$ cat config.mk
export PLATFORM = sky130hd
export DESIGN_NAME = keypad_scan_debounce
export DESIGN_NICKNAME = d
export VERILOG_FILES = /design/src/rtl/keypad_pkg.sv /design/src/rtl/keypad_column_scanner.sv /design/src/rtl/keypad_scan_debounce.sv
export SDC_FILE = /design/constraint.sdc
export NUM_CORES = 1
export LEC_CHECK = 0
export ABC_AREA = 1
export BUFFER_PORTS_ARGS = -buffer_cell sky130_fd_sc_hd__buf_2
export CORE_AREA = 4 4 88 90
export CTS_CLUSTER_DIAMETER = 30
export DETAILED_ROUTE_END_ITERATION = 16
export DIE_AREA = 0 0 92 94
export GPL_ROUTABILITY_DRIVEN = 0
export PLACE_DENSITY_LB_ADDON = 0.1
export SLEW_MARGIN = 10
export SYNTH_ARGS = -nofsm -noshare
export SYNTH_HDL_FRONTEND = slang
export SYNTH_SLANG_ARGS = --single-unit
$ cat constraint.sdc
create_clock -name clk -period 4.5 [get_ports clk]
set_input_delay 0.675 -clock clk [delete_from_list [all_inputs] [get_ports clk]]
set_output_delay 0.675 -clock clk [all_outputs]
set_load 0.05 [all_outputs]
$ cat src/rtl/keypad_pkg.sv
// Shared types and helpers for the keypad scan/debounce path: FSM states,
// key legend table and 16-bit one-hot helpers.
package keypad_pkg;

  typedef enum logic [1:0] {
    IDLE       = 2'd0,
    DB_PRESS   = 2'd1,
    PRESSED    = 2'd2,
    DB_RELEASE = 2'd3
  } kp_state_e;

  localparam logic [3:0] KEY_STAR = 4'hE;
  localparam logic [3:0] KEY_HASH = 4'hF;

  // Indexed by col*4 + row; each group of four is one column, rows 0..3.
  localparam logic [3:0] LEGEND [0:15] = '{
    4'h1, 4'h4, 4'h7, KEY_STAR,
    4'h2, 4'h5, 4'h8, 4'h0,
    4'h3, 4'h6, 4'h9, KEY_HASH,
    4'hA, 4'hB, 4'hC, 4'hD
  };

  function automatic logic onehot16(input logic [15:0] v);
    return (v != 16'd0) && ((v & (v - 16'd1)) == 16'd0);
  endfunction

  function automatic logic [3:0] enc16(input logic [15:0] v);
    logic [3:0] idx;
    idx = 4'd0;
    for (int i = 0; i < 16; i++) begin
      idx = v[i] ? 4'(i) : idx;
    end
    return idx;
  endfunction

endpackage

$ cat src/rtl/keypad_column_scanner.sv
// Column drive and row sampling: synchronises the rows, walks the active-low
// column one-hot every SCAN_DIV cycles and assembles a 16-bit frame snapshot.
module keypad_column_scanner
  import keypad_pkg::*;
#(
  parameter int SCAN_DIV = 1000
) (
  input  logic        clk,
  input  logic        rst_n,
  input  logic [3:0]  rows,
  output logic [3:0]  columns,
  output logic        frame_done,
  output logic [15:0] snapshot
);

  localparam int DW_W = (SCAN_DIV > 1) ? $clog2(SCAN_DIV) : 1;
  localparam logic [DW_W-1:0] DW_LAST = DW_W'(SCAN_DIV - 1);

  logic [3:0]      rows_meta_q, rows_meta_d;
  logic [3:0]      rows_sync_q, rows_sync_d;
  logic [1:0]      col_q, col_d;
  logic [DW_W-1:0] dwell_q, dwell_d;
  logic [3:0]      columns_q, columns_d;
  logic [15:0]     snapshot_q, snapshot_d;
  logic            frame_done_q, frame_done_d;

  // Next-state: synchroniser shift, dwell/column advance, snapshot capture.
  always_comb begin
    rows_meta_d  = rows;
    rows_sync_d  = rows_meta_q;
    dwell_d      = dwell_q + DW_W'(1);
    col_d        = col_q;
    columns_d    = columns_q;
    snapshot_d   = snapshot_q;
    frame_done_d = 1'b0;
    if (dwell_q == DW_LAST) begin
      dwell_d    = {DW_W{1'b0}};
      col_d      = col_q + 2'd1;
      columns_d  = ~(4'b0001 << col_d);
      // Rows are active-low on the pins; snapshot bits are 1 = pressed.
      snapshot_d[{col_q, 2'b00} +: 4] = ~rows_sync_q;
      frame_done_d = (col_q == 2'd3);
    end else begin
      col_d = col_q;
    end
  end

  // State registers.
  always_ff @(posedge clk or negedge rst_n) begin
    if (!rst_n) begin
      rows_meta_q  <= 4'hF;
      rows_sync_q  <= 4'hF;
      col_q        <= 2'd0;
      dwell_q      <= {DW_W{1'b0}};
      columns_q    <= 4'b1110;
      snapshot_q   <= 16'd0;
      frame_done_q <= 1'b0;
    end else begin
      rows_meta_q  <= rows_meta_d;
      rows_sync_q  <= rows_sync_d;
      col_q        <= col_d;
      dwell_q      <= dwell_d;
      columns_q    <= columns_d;
      snapshot_q   <= snapshot_d;
      frame_done_q <= frame_done_d;
    end
  end

  assign columns    = columns_q;
  assign frame_done = frame_done_q;
  assign snapshot   = snapshot_q;

endmodule

$ cat src/rtl/keypad_scan_debounce.sv
// 4x4 keypad scanner with frame-based debounce producing clean key events.
// Optional auto-repeat while held: define KEYPAD_AUTOREPEAT_EN.
module keypad_scan_debounce
  import keypad_pkg::*;
#(
  parameter int SCAN_DIV            = 1000,
  parameter int DEBOUNCE_FRAMES     = 125,
  parameter int REPEAT_DELAY_FRAMES = 6250,
  parameter int REPEAT_RATE_FRAMES  = 1250
) (
  input  logic       clk,
  input  logic       rst_n,
  input  logic [3:0] rows,
  output logic [3:0] columns,
  output logic [3:0] key_code,
  output logic       key_valid,
  output logic       key_down,
  output logic       key_release,
  output logic       multi_key
);

  localparam int CNT_W = $clog2(DEBOUNCE_FRAMES + 1);
  localparam logic [CNT_W-1:0] DB_MAX = CNT_W'(DEBOUNCE_FRAMES);

  if (SCAN_DIV < 4 || DEBOUNCE_FRAMES < 1 ||
      REPEAT_DELAY_FRAMES < 1 || REPEAT_RATE_FRAMES < 1) begin : g_bad_params
    $error("keypad_scan_debounce: illegal parameter value");
  end

  logic        frame_done;
  logic [15:0] snapshot;

  keypad_column_scanner #(.SCAN_DIV(SCAN_DIV)) u_scanner (
    .clk        (clk),
    .rst_n      (rst_n),
    .rows       (rows),
    .columns    (columns),
    .frame_done (frame_done),
    .snapshot   (snapshot)
  );

  kp_state_e        state_q, state_d;
  logic [3:0]       cand_q, cand_d;
  logic [CNT_W-1:0] cnt_q, cnt_d, cnt_inc;
  logic [3:0]       key_code_q, key_code_d;
  logic             key_valid_q, key_valid_d;
  logic             key_down_q, key_down_d;
  logic             key_release_q, key_release_d;
  logic             multi_key_q, multi_key_d;
  logic             frame_zero, frame_single;

`ifdef KEYPAD_AUTOREPEAT_EN
  localparam int REP_TOP = (REPEAT_DELAY_FRAMES > REPEAT_RATE_FRAMES) ?
                           REPEAT_DELAY_FRAMES : REPEAT_RATE_FRAMES;
  localparam int REP_W = $clog2(REP_TOP + 1);
  logic [REP_W-1:0] rep_cnt_q, rep_cnt_d, rep_inc, rep_thr;
  logic             rep_first_q, rep_first_d;
`endif

  // Debounce FSM: all transitions are taken on frame_done only.
  always_comb begin
    frame_zero    = (snapshot == 16'd0);
    frame_single  = onehot16(snapshot);
    cnt_inc       = (cnt_q == DB_MAX) ? cnt_q : cnt_q + CNT_W'(1);
    state_d       = state_q;
    cand_d        = cand_q;
    cnt_d         = cnt_q;
    key_code_d    = key_code_q;
    key_valid_d   = 1'b0;
    key_down_d    = key_down_q;
    key_release_d = 1'b0;
    multi_key_d   = multi_key_q;
`ifdef KEYPAD_AUTOREPEAT_EN
    rep_inc     = (rep_cnt_q == REP_W'(REP_TOP)) ? rep_cnt_q : rep_cnt_q + REP_W'(1);
    rep_thr     = rep_first_q ? REP_W'(REPEAT_DELAY_FRAMES) : REP_W'(REPEAT_RATE_FRAMES);
    rep_cnt_d   = rep_cnt_q;
    rep_first_d = rep_first_q;
`endif
    if (frame_done) begin
      multi_key_d = !frame_zero && !frame_single;
      case (state_q)
        IDLE: begin
          if (frame_single) begin
            cand_d  = enc16(snapshot);
            cnt_d   = CNT_W'(1);
            state_d = DB_PRESS;
          end else begin
            state_d = IDLE;
          end
        end
        DB_PRESS: begin
          if (snapshot == (16'd1 << cand_q)) begin
            cnt_d = cnt_inc;
            if (cnt_inc == DB_MAX) begin
              state_d     = PRESSED;
              key_code_d  = LEGEND[cand_q];
              key_valid_d = 1'b1;
              key_down_d  = 1'b1;
`ifdef KEYPAD_AUTOREPEAT_EN
              rep_cnt_d   = {REP_W{1'b0}};
              rep_first_d = 1'b1;
`endif
            end else begin
              state_d = DB_PRESS;
            end
          end else begin
            state_d = IDLE;
          end
        end
        PRESSED: begin
          if (frame_zero) begin
            cnt_d   = CNT_W'(1);
            state_d = DB_RELEASE;
          end else begin
            // Held key keeps ownership even if other keys join or it is masked.
            state_d = PRESSED;
`ifdef KEYPAD_AUTOREPEAT_EN
            if (rep_inc == rep_thr) begin
              key_valid_d = 1'b1;
              rep_cnt_d   = {REP_W{1'b0}};
              rep_first_d = 1'b0;
            end else begin
              rep_cnt_d = rep_inc;
            end
`endif
          end
        end
        DB_RELEASE: begin
          if (frame_zero) begin
            cnt_d = cnt_inc;
            if (cnt_inc == DB_MAX) begin
              state_d       = IDLE;
              key_down_d    = 1'b0;
              key_release_d = 1'b1;
            end else begin
              state_d = DB_RELEASE;
            end
          end else if (snapshot[cand_q]) begin
            state_d = PRESSED;
`ifdef KEYPAD_AUTOREPEAT_EN
            rep_cnt_d   = {REP_W{1'b0}};
            rep_first_d = 1'b1;
`endif
          end else begin
            state_d = DB_RELEASE;
          end
        end
        default: begin
          state_d    = IDLE;
          key_down_d = 1'b0;
        end
      endcase
    end else begin
      state_d = state_q;
    end
  end

  // FSM and output registers.
  always_ff @(posedge clk or negedge rst_n) begin
    if (!rst_n) begin
      state_q       <= IDLE;
      cand_q        <= 4'd0;
      cnt_q         <= {CNT_W{1'b0}};
      key_code_q    <= 4'd0;
      key_valid_q   <= 1'b0;
      key_down_q    <= 1'b0;
      key_release_q <= 1'b0;
      multi_key_q   <= 1'b0;
`ifdef KEYPAD_AUTOREPEAT_EN
      rep_cnt_q     <= {REP_W{1'b0}};
      rep_first_q   <= 1'b1;
`endif
    end else begin
      state_q       <= state_d;
      cand_q        <= cand_d;
      cnt_q         <= cnt_d;
      key_code_q    <= key_code_d;
      key_valid_q   <= key_valid_d;
      key_down_q    <= key_down_d;
      key_release_q <= key_release_d;
      multi_key_q   <= multi_key_d;
`ifdef KEYPAD_AUTOREPEAT_EN
      rep_cnt_q     <= rep_cnt_d;
      rep_first_q   <= rep_first_d;
`endif
    end
  end

  assign key_code    = key_code_q;
  assign key_valid   = key_valid_q;
  assign key_down    = key_down_q;
  assign key_release = key_release_q;
  assign multi_key   = multi_key_q;

endmodule

==> results of run 1 <==
[cell families after synthesis]
| logic type | Yosys count |
|---|---|
| buffers and inverters | 79 |
| adders and majority gates | 8 |
| AOI/OAI and AO/OA | 72 |
| and+or+nand+nor | 369 |
| xor gates and xnor gates | 5 |
| DFF | 62 |
[final timing paths]
check	startpoint	endpoint	slack [ns]
worst max-delay path	cand_q[1]$_DFFE_PN0P_	cnt_q[2]$_DFFE_PN0P_	1.93
worst min-delay path	u_scanner.rows_meta_q[3]$_DFF_PN1_	u_scanner.rows_sync_q[3]$_DFF_PN1_	0.36
worst max register to register	cand_q[1]$_DFFE_PN0P_	cnt_q[2]$_DFFE_PN0P_	1.93
worst min register to register	u_scanner.rows_meta_q[3]$_DFF_PN1_	u_scanner.rows_sync_q[3]$_DFF_PN1_	0.36
max in group asynchronous	rst_n	u_scanner.rows_sync_q[3]$_DFF_PN1_	3.14
min in group asynchronous	rst_n	cand_q[3]$_DFFE_PN0P_	0.45
[cell type report]
type,count,area [um^2]
Timing Repair Buffer,18,92.6
Tap cell,99,124
Fill cell,687,2670
Inverter,66,248
Clock inverter,7,97.6
Clock buffer,9,124
Multi-Input combinational cell,454,2140
Sequential cell,62,1570
[sequential cells by signal, summed over array words and instances, names as in the netlist]
register,count
u_scanner.snapshot,16
u_scanner.dwell_q,10
cnt_q,7
cand_q,4
key_code,4
u_scanner.columns,4
u_scanner.rows_meta_q,4
u_scanner.rows_sync_q,4
state_q,2
u_scanner.col_q,2
key_down,1
key_release,1
key_valid,1
multi_key,1
u_scanner.frame_done,1
[per-stage QoR]
step / total power [mW] / utilization / area (um^2) / worst slack, ns / instances
6_report: 1.12 / 0.622 / 4390 / 1.93 / 715
5_1_grt: 1.17 / 0.622 / 4390 / 1.71 / 715
4_1_cts: 1.14 / 0.622 / 4390 / 2.01 / 715
3_5_place_dp: 0.590 / 0.591 / 4170 / 2.03 / 699
3_3_place_gp: 0.590 / 0.591 / 4170 / 2.01 / 699
2_1_floorplan: 0.576 / - / 4040 / 2.71 / 595
[where the power goes]
part	internal (mW)	switching, mW
registers	0.564	0.00146
logic	0.00260	0.0111
clock network	0.313	0.231
[cells in the mapped netlist (2+ instances only)]
library cell  instances
nor2_4                2
dfstp_2              11
inv_2                 3
a21oi_1              17
nor3_1               10
nand3b_1              4
inv_1                62
o21ai_0              44
nand3_1              56
nand4_1              23
dfrtp_1              51
buf_2                 3
clkbuf_1              3
buf_4                 5
nand2_2               6
xor2_1                4
o21ai_1               3
o31ai_1               3
ha_1                  8
buf_6                 2
nand2_1             174
nor2_1               81
nor2_2                9
[layout by cell type, fill, tap and decap left out, types with 2 or more instances in the layout]
master and n:
o21ai_1 3, clkinvlp_4 2, xor2_1 4, inv_1 62, inv_2 3, nand2_2 6
nand3b_1 4, bufinv_16 2, o21ai_0 44, nand2_1 174, nor2_2 9, nor3_1 10
a21oi_1 17, dfrtp_1 51, ha_1 8, clkbuf_8 9, nor2_4 2, o31ai_1 3
nor2_1 81, dfstp_2 11, buf_2 17, nand3_1 56, nand4_1 23
[critical path, delay by kind of cell (launching register included)]
family                 cells  cell delay (ns)
AO/OA/AOI/OAI              1             0.19
AND/OR/NAND/NOR           11             1.38
flip-flops                 1             0.63
buffers and inverters      1             0.26
[per-layer routing]
layer | track usage | routed length [um] | share of wire | vias up
li1 | - | - | - | 1964
met4 | 0.124 | 351 | 0.035 | 0
met1 | 0.345 | 4440 | 0.44 | 1814
met2 | 0.383 | 4420 | 0.44 | 177
met5 | 0 | 0 | 0 | -
met3 | 0.0449 | 775 | 0.078 | 28
==> key figures, run 1 <==
Power
  • Lkg Pwr: about 2.3 nW
  • Maximum VDD drop: about 0.25 mV
  • PwrDens: roughly 260 nW/um^2

Yosys
  • Mux share of post-synthesis cell area: 0
  • Number of synthesized flops with an enable pin: 0
  • Top post-synthesis cells by area: dfrtp_1 (32%), nand2_1 (16%), nor2_1 (7.5%)
  • Seq cells post-synth: 62
  • Syn Nets: between 600 and 700
  • Primary FF master, synth: dfrtp_1
  • Area share of the largest cell type after synthesis: 0.316
  • Synth async-reset ratio: 1.00
  • Average cell area after synthesis: just under 7 um^2
  • Cells after synthesis: 595
  • Synth Cell Area: just over 4000 um^2
  • Simple-Gate Fraction of Synth Area: 0.401
  • Post-synthesis sequential area ratio: 0.387
  • Synth Area in Compound Gates: 0.0938
  • Adder-Cell Fraction of Synth Area: 0.0248
  • Largest family of logic cells by synthesized area: simple AND/OR/NAND/NOR gates
  • Yosys warns: 0
  • Yosys top cell by area: dfrtp_1
  • Count of different cell masters after synthesis: 34
  • Post-Synth XOR/XNOR Area: 0.0108

Layout
  • Area Overhead vs Synth: 8.70%
  • Fraction of layout cells with a size suffix above 1: 0.112
  • ANT cells: 0
  • Final net count: 625

Global route
  • Gr ovfl total: 0
  • Largest net degree at the start of global routing: 39
  • Tot GR Track Use: 0.251
  • First-pass GRT wire length: 17.1 mm
  • Vias in the first global route: ~3.7k
  • Initial antenna violation count: 0

Run status
  • Outcome: complete, no violations

Timing
  • Fin Hold WS: approximately 0.36 ns
  • Hold Vio Cnt, Final: 0
  • Skew final: roughly 0.0067 ns
  • Post-route setup TNS: 0 ns
  • Tmin final: 2.57 ns
  • Unrepaired setup endpoints after global routing: false
  • Fmax: slightly below 400 MHz
  • Final setup viols: 0
  • Slew HR: 0.421
  • Fin crit share: 0.572
  • Slew Limit Fails: 0
  • Worst-Margin Slew: a little under 0.9 ns

Worst hold path
  • Hold path cells: 0
  • Hold WC Path Type: flip-flop to flip-flop

Floorplanning
  • Initial Util: 0.573
  • Die Span X: ~90 um
  • FP Rows: 31
  • Core region area: 7060 um^2
  • I/O pins: 18
  • Die Y-Extent: around 94 um
  • Die area: roughly 8600 um^2

Clock tree
  • Clock latency on the worst-skew pair: roughly 0.34 ns
  • Hold_buf cts: 0
  • Postcts setup bufs: 0
  • CTS Root Cell: clkbuf_8
  • CTS tree: done
  • CTS sink count: 62
  • Worst-case clock buffer depth: 2
  • TritonCTS Buffers: 9
  • H-tree depth: 3
  • CTS clk-pin slew, worst paths: around 0.07 ns
  • CTS resizes: 0

Worst setup path
  • CP cell instances: inv_1 > nor2_1 > nand2_1 > nand2_1 > nand2_1 > nor2_1 > nand2_1 > nor2_1 > nand2_2 > a21oi_2 > nand3_2 > nand2_1 > nand2_1
  • WP data arrival: approximately 2.8 ns
  • Kind of start point of the critical path: flip-flop
  • Crit-path slowest cell: dfrtp_1
  • Critical path peak fanout: 11
  • CP required: 4.73 ns
  • CP max stage delay: 0.63 ns
  • Worst-case reg-to-reg path depth: 13
  • CP endpoint kind: flip-flop
  • Type of the worst setup path: flip-flop to flip-flop
  • Most Frequent Cell on Critical Path: nand2_1

Placed design
  • Port bufs: 17
  • HPWL Detailed: 7.57 mm

Detailed routing
  • Via count: ~4.0k
  • Number of iterations in the first detailed-routing pass: 7
  • Post-Route WL: roughly 10 mm
  • DRT iter0 DRCs: 400
  • Routed Antenna Nets: 0
  • WL per Instance: around 14 um
  • Remaining DRCs: 0
  • Vias/cell: ~5.6

Job
  • Max Cap Viol: 0
Note: power is estimated with default switching activity, not from simulation.
==> run 2: changes to the inputs <==
--- a/config.mk
+++ b/config.mk
@@ -5,12 +5,12 @@
 export SDC_FILE = /design/constraint.sdc
 export NUM_CORES = 1
 export LEC_CHECK = 0
-export ABC_AREA = 1
+export ABC_AREA = 0
 export BUFFER_PORTS_ARGS = -buffer_cell sky130_fd_sc_hd__buf_2
-export CORE_AREA = 4 4 88 90
+export CORE_AREA = 4 4 86 88
 export CTS_CLUSTER_DIAMETER = 30
 export DETAILED_ROUTE_END_ITERATION = 16
-export DIE_AREA = 0 0 92 94
+export DIE_AREA = 0 0 90 92
 export GPL_ROUTABILITY_DRIVEN = 0
 export PLACE_DENSITY_LB_ADDON = 0.1
 export SLEW_MARGIN = 10
==> constraint.sdc (replaced) <==
create_clock -name clk -period 2.6 [get_ports clk]
set_input_delay 0.39 -clock clk [delete_from_list [all_inputs] [get_ports clk]]
set_output_delay 0.39 -clock clk [all_outputs]
set_load 0.05 [all_outputs]
==> run 2 against run 1 <==
Design area rose by 7.3%. Via count fell by 11%. Sequential share of layout area fell by 2.4 points. Critical path depth fell by 6. Critical path type unchanged. Global-route usage fell by 0.46 points. Sequential cell count did not move.
==> key figures, run 2 <==
Floorplanning
  • I/O pins: 18 (unchanged)
  • Die area: 8280 um^2 (-4.3%)
  • FP Rows: 30 (-3.2%)
  • Die Y-Extent: 92 um (-2.1%)
  • Core region area: 6640 um^2 (-5.9%)
  • Die Span X: 90 um (-2.2%)
  • Initial Util: 0.585 (+0.0119)

Worst setup path
  • Worst-case reg-to-reg path depth: 7 (-6)
  • Critical Path Source: u_scanner.snapshot[0]$_DFFE_PN0P_
  • WP data arrival: 2.84 ns (+0.04 ns)
  • CP max stage delay: 0.59 ns (-0.04 ns)
  • CP endpoint kind: flip-flop
  • Kind of start point of the critical path: flip-flop
  • Crit-path leading delay family: compound AO/OA/AOI/OAI gates
  • CP cell instances: or4_4 > a2111oi_4 > nor2_2 > and2_4 > o41a_1 > a2111oi_4 > o21bai_1
  • Crit-path slowest cell: or4_4
  • Type of the worst setup path: flip-flop to flip-flop
  • Most Frequent Cell on Critical Path: a2111oi_4
  • Critical path peak fanout: 5 (-6)
  • Bufs and invs on worst path: 0 (-1)
  • Worst r2r src: u_scanner.snapshot[0]$_DFFE_PN0P_
  • CP required: 2.89 ns (-1.84 ns)
  • WP depth: 7 (-6)

Global route
  • Tot GR Track Use: 0.246 (-0.00458)
  • Largest net degree at the start of global routing: 34 (-13%)
  • Vias in the first global route: 3441 (-6.5%)
  • First-pass GRT wire length: 16.4 mm (-4.4%)
  • Initial antenna violation count: 0 (unchanged)
  • Gr ovfl total: 0 (unchanged)

Clock tree
  • CTS Root Cell: clkbuf_8
  • Hold_buf cts: 0 (unchanged)
  • H-tree depth: 3 (unchanged)
  • Clock latency on the worst-skew pair: 0.36 ns (+0.02 ns)
  • CTS sink count: 62 (unchanged)
  • CTS clk-pin slew, worst paths: 0.09 ns (+0.02 ns)
  • Worst-case clock buffer depth: 2 (unchanged)
  • CTS tree: done
  • TritonCTS Buffers: 9 (unchanged)

Yosys
  • Synth Cell Area: 3880 um^2 (-3.9%)
  • Average cell area after synthesis: 9.12 um^2 (+34%)
  • Top post-synthesis cells by area: dfrtp_1 (33%), dfstp_2 (7.4%), nand2_1 (4.3%)
  • Post-synthesis sequential area ratio: 0.403 (+0.0158)
  • Cells after synthesis: 426 (-28%)
  • Yosys top cell by area: dfrtp_1
  • Yosys warns: 0 (unchanged)
  • Number of synthesized flops with an enable pin: 0 (unchanged)
  • Syn Nets: 440 (-28%)
  • Top post-synthesis cells by count: dfrtp_1 (51), nand2_1 (45), nor2_1 (26), o21ai_0 (26), clkbuf_1 (23)
  • Seq cells post-synth: 62 (unchanged)
  • Synth async-reset ratio: 1.00 (unchanged)
  • Count of different cell masters after synthesis: 70 (+110%)
  • Top-count cell post-synth: dfrtp_1
  • Primary FF master, synth: dfrtp_1
  • Area share of the largest cell type after synthesis: 0.329 (+0.0129)

Timing
  • Post-route setup TNS: 0 ns (unchanged)
  • Fin Hold WS: 0.0726 ns (-0.284 ns)
  • Hold Vio Cnt, Final: 0 (unchanged)
  • Fin crit share: 0.981 (+0.409)
  • Tmin final: 2.55 ns (-0.0217 ns)
  • Skew final: 0.0139 ns (+0.00718 ns)
  • Worst Slack Setup Final: 0.0496 ns (-1.88 ns)
  • Unrepaired setup endpoints after global routing: true
  • Fmax: 392 MHz (+0.85%)
  • Worst-Margin Slew: 0.705 ns (-0.164 ns)
  • Final setup viols: 0 (unchanged)
  • Slew Limit Fails: 0 (unchanged)
  • Slew HR: 0.530 (+0.109)

Power
  • Combinational power share: 0.013 (about the same)
  • Net Sw Power: 0.473 mW (+94%)
  • Total Power: 1.91 mW (+70%)
  • Maximum VDD drop: 0.342 mV (+36%)
  • Clock network power share: 0.473 (-0.012)
  • Net Sw Frac: 0.247 (+0.0309)
  • PwrDens: 405 nW/um^2 (+58%)
  • Internal: 1.44 mW (+63%)
  • Lkg Pwr: 1.99 nW (-14%)
  • Reg power frac: 0.514 (+0.011)

Layout
  • Commonest cells after routing, fill and taps aside: dfrtp_1 (51), buf_4 (48), nand2_1 (45), o21ai_0 (24), nor2_1 (23)
  • ANT cells: 0 (unchanged)
  • Filler cell count: 504 (-27%)
  • Fraction of layout cells with a size suffix above 1: 0.287 (+0.175)
  • Max reg flops: 16 (unchanged)
  • Most common cell after layout, fill and taps aside: dfrtp_1
  • Final core occ: 0.710 (+0.0875)
  • Final net count: 490 (-22%)
  • Area Overhead vs Synth: 21.5%

Detailed routing
  • Number of iterations in the first detailed-routing pass: 5 (-2)
  • Routed Antenna Nets: 0 (unchanged)
  • Metal-1 WL: 4.15 mm (-6.5%)
  • DRT iter0 DRCs: 376 (-6.0%)
  • Highest routed layer: met4
  • Remaining DRCs: 0 (unchanged)
  • Vias/cell: 6.31 (+13%)
  • WL per Instance: 17.3 um (+24%)
  • Met2 Wirelength: 4.78 mm (+8.2%)
  • Routed wl met3: 570 um (-26%)
  • Via count: 3539 (-11%)
  • Post-Route WL: 9.73 mm (-2.5%)

Placed design
  • HPWL Detailed: 6.79 mm (-10%)
  • Port bufs: 17 (unchanged)
  • Pre-CTS setup slack: -0.0766 ns (-2.11 ns)

Run status
  • Outcome: complete, no violations

Worst hold path
  • Hold WC Path Type: primary input to asynchronous set/reset pin

Job
  • Max Cap Viol: 0 (unchanged)
-- run 2: through the flow --
stage               instance area (um^2)  cells
floorplan                           3900    426
global placement                    4340    540
detailed placement                  4340    540
CTS                                 4560    557
global route                        4720    561
finish                              4720    561
-- run 2: cells by family after synthesis --
group | count (synthesis) | share of synthesized area
DFF | 62 | 0.403
adders and majority gates | 8 | 0.0258
buffers and inverters | 51 | 0.0538
xor gates and xnor gates | 9 | 0.0203
and+or+nand+nor | 165 | 0.230
AOI/OAI and AO/OA | 119 | 0.217
muxes | 12 | 0.0496
-- run 2: path summary, 6_finish.rpt --
check	end	slack, ns
worst min register to register	u_scanner.rows_sync_q[3]$_DFF_PN1_	0.35
max in group asynchronous	u_scanner.columns[2]$_DFFE_PN1N_	1.84
worst max register to register	cnt_q[1]$_DFFE_PN0P_	0.05
worst max-delay path	cnt_q[1]$_DFFE_PN0P_	0.05
min in group clk	u_scanner.rows_meta_q[2]$_DFF_PN1_	0.13
worst min-delay path	cnt_q[2]$_DFFE_PN0P_	0.07
-- run 2: metal layers --
layer / up-vias / GRT usage
li1: 1690 / -
met1: 1697 / 0.323
met2: 132 / 0.398
met3: 20 / 0.0509
met4: 0 / 0.105
met5: - / 0
-- run 2: cell type report --
| type | instances | area [um^2] | share of cell area |
|---|---|---|---|
| inverters | 19 | 71.3 | 0.0151 |
| clock buffers | 9 | 124 | 0.0263 |
| clock inverters | 7 | 80.1 | 0.0170 |
| flip-flops and latches | 62 | 1570 | 0.332 |
| repair buffers | 70 | 519 | 0.110 |
| well taps | 80 | 100 | 0.0212 |
| multi-input cells | 314 | 2260 | 0.479 |
-- run 2: power groups by stage --
stage	logic, mW	registers, mW	clock network [mW]
2_1_floorplan	0.00000944	0.997	0
3_3_place_gp	0.0266	0.999	0
3_5_place_dp	0.0270	0.999	0
4_1_cts	0.0270	0.981	0.914
5_1_grt	0.0298	0.982	0.972
6_report	0.0251	0.981	0.903
-- run 2: timing repair --
item	4_1_cts	5_1_grt
setup endpoints to repair	5	14
setup buffers	0	4
resized for setup	2	28
cloned	1	0
pin swaps	2	18
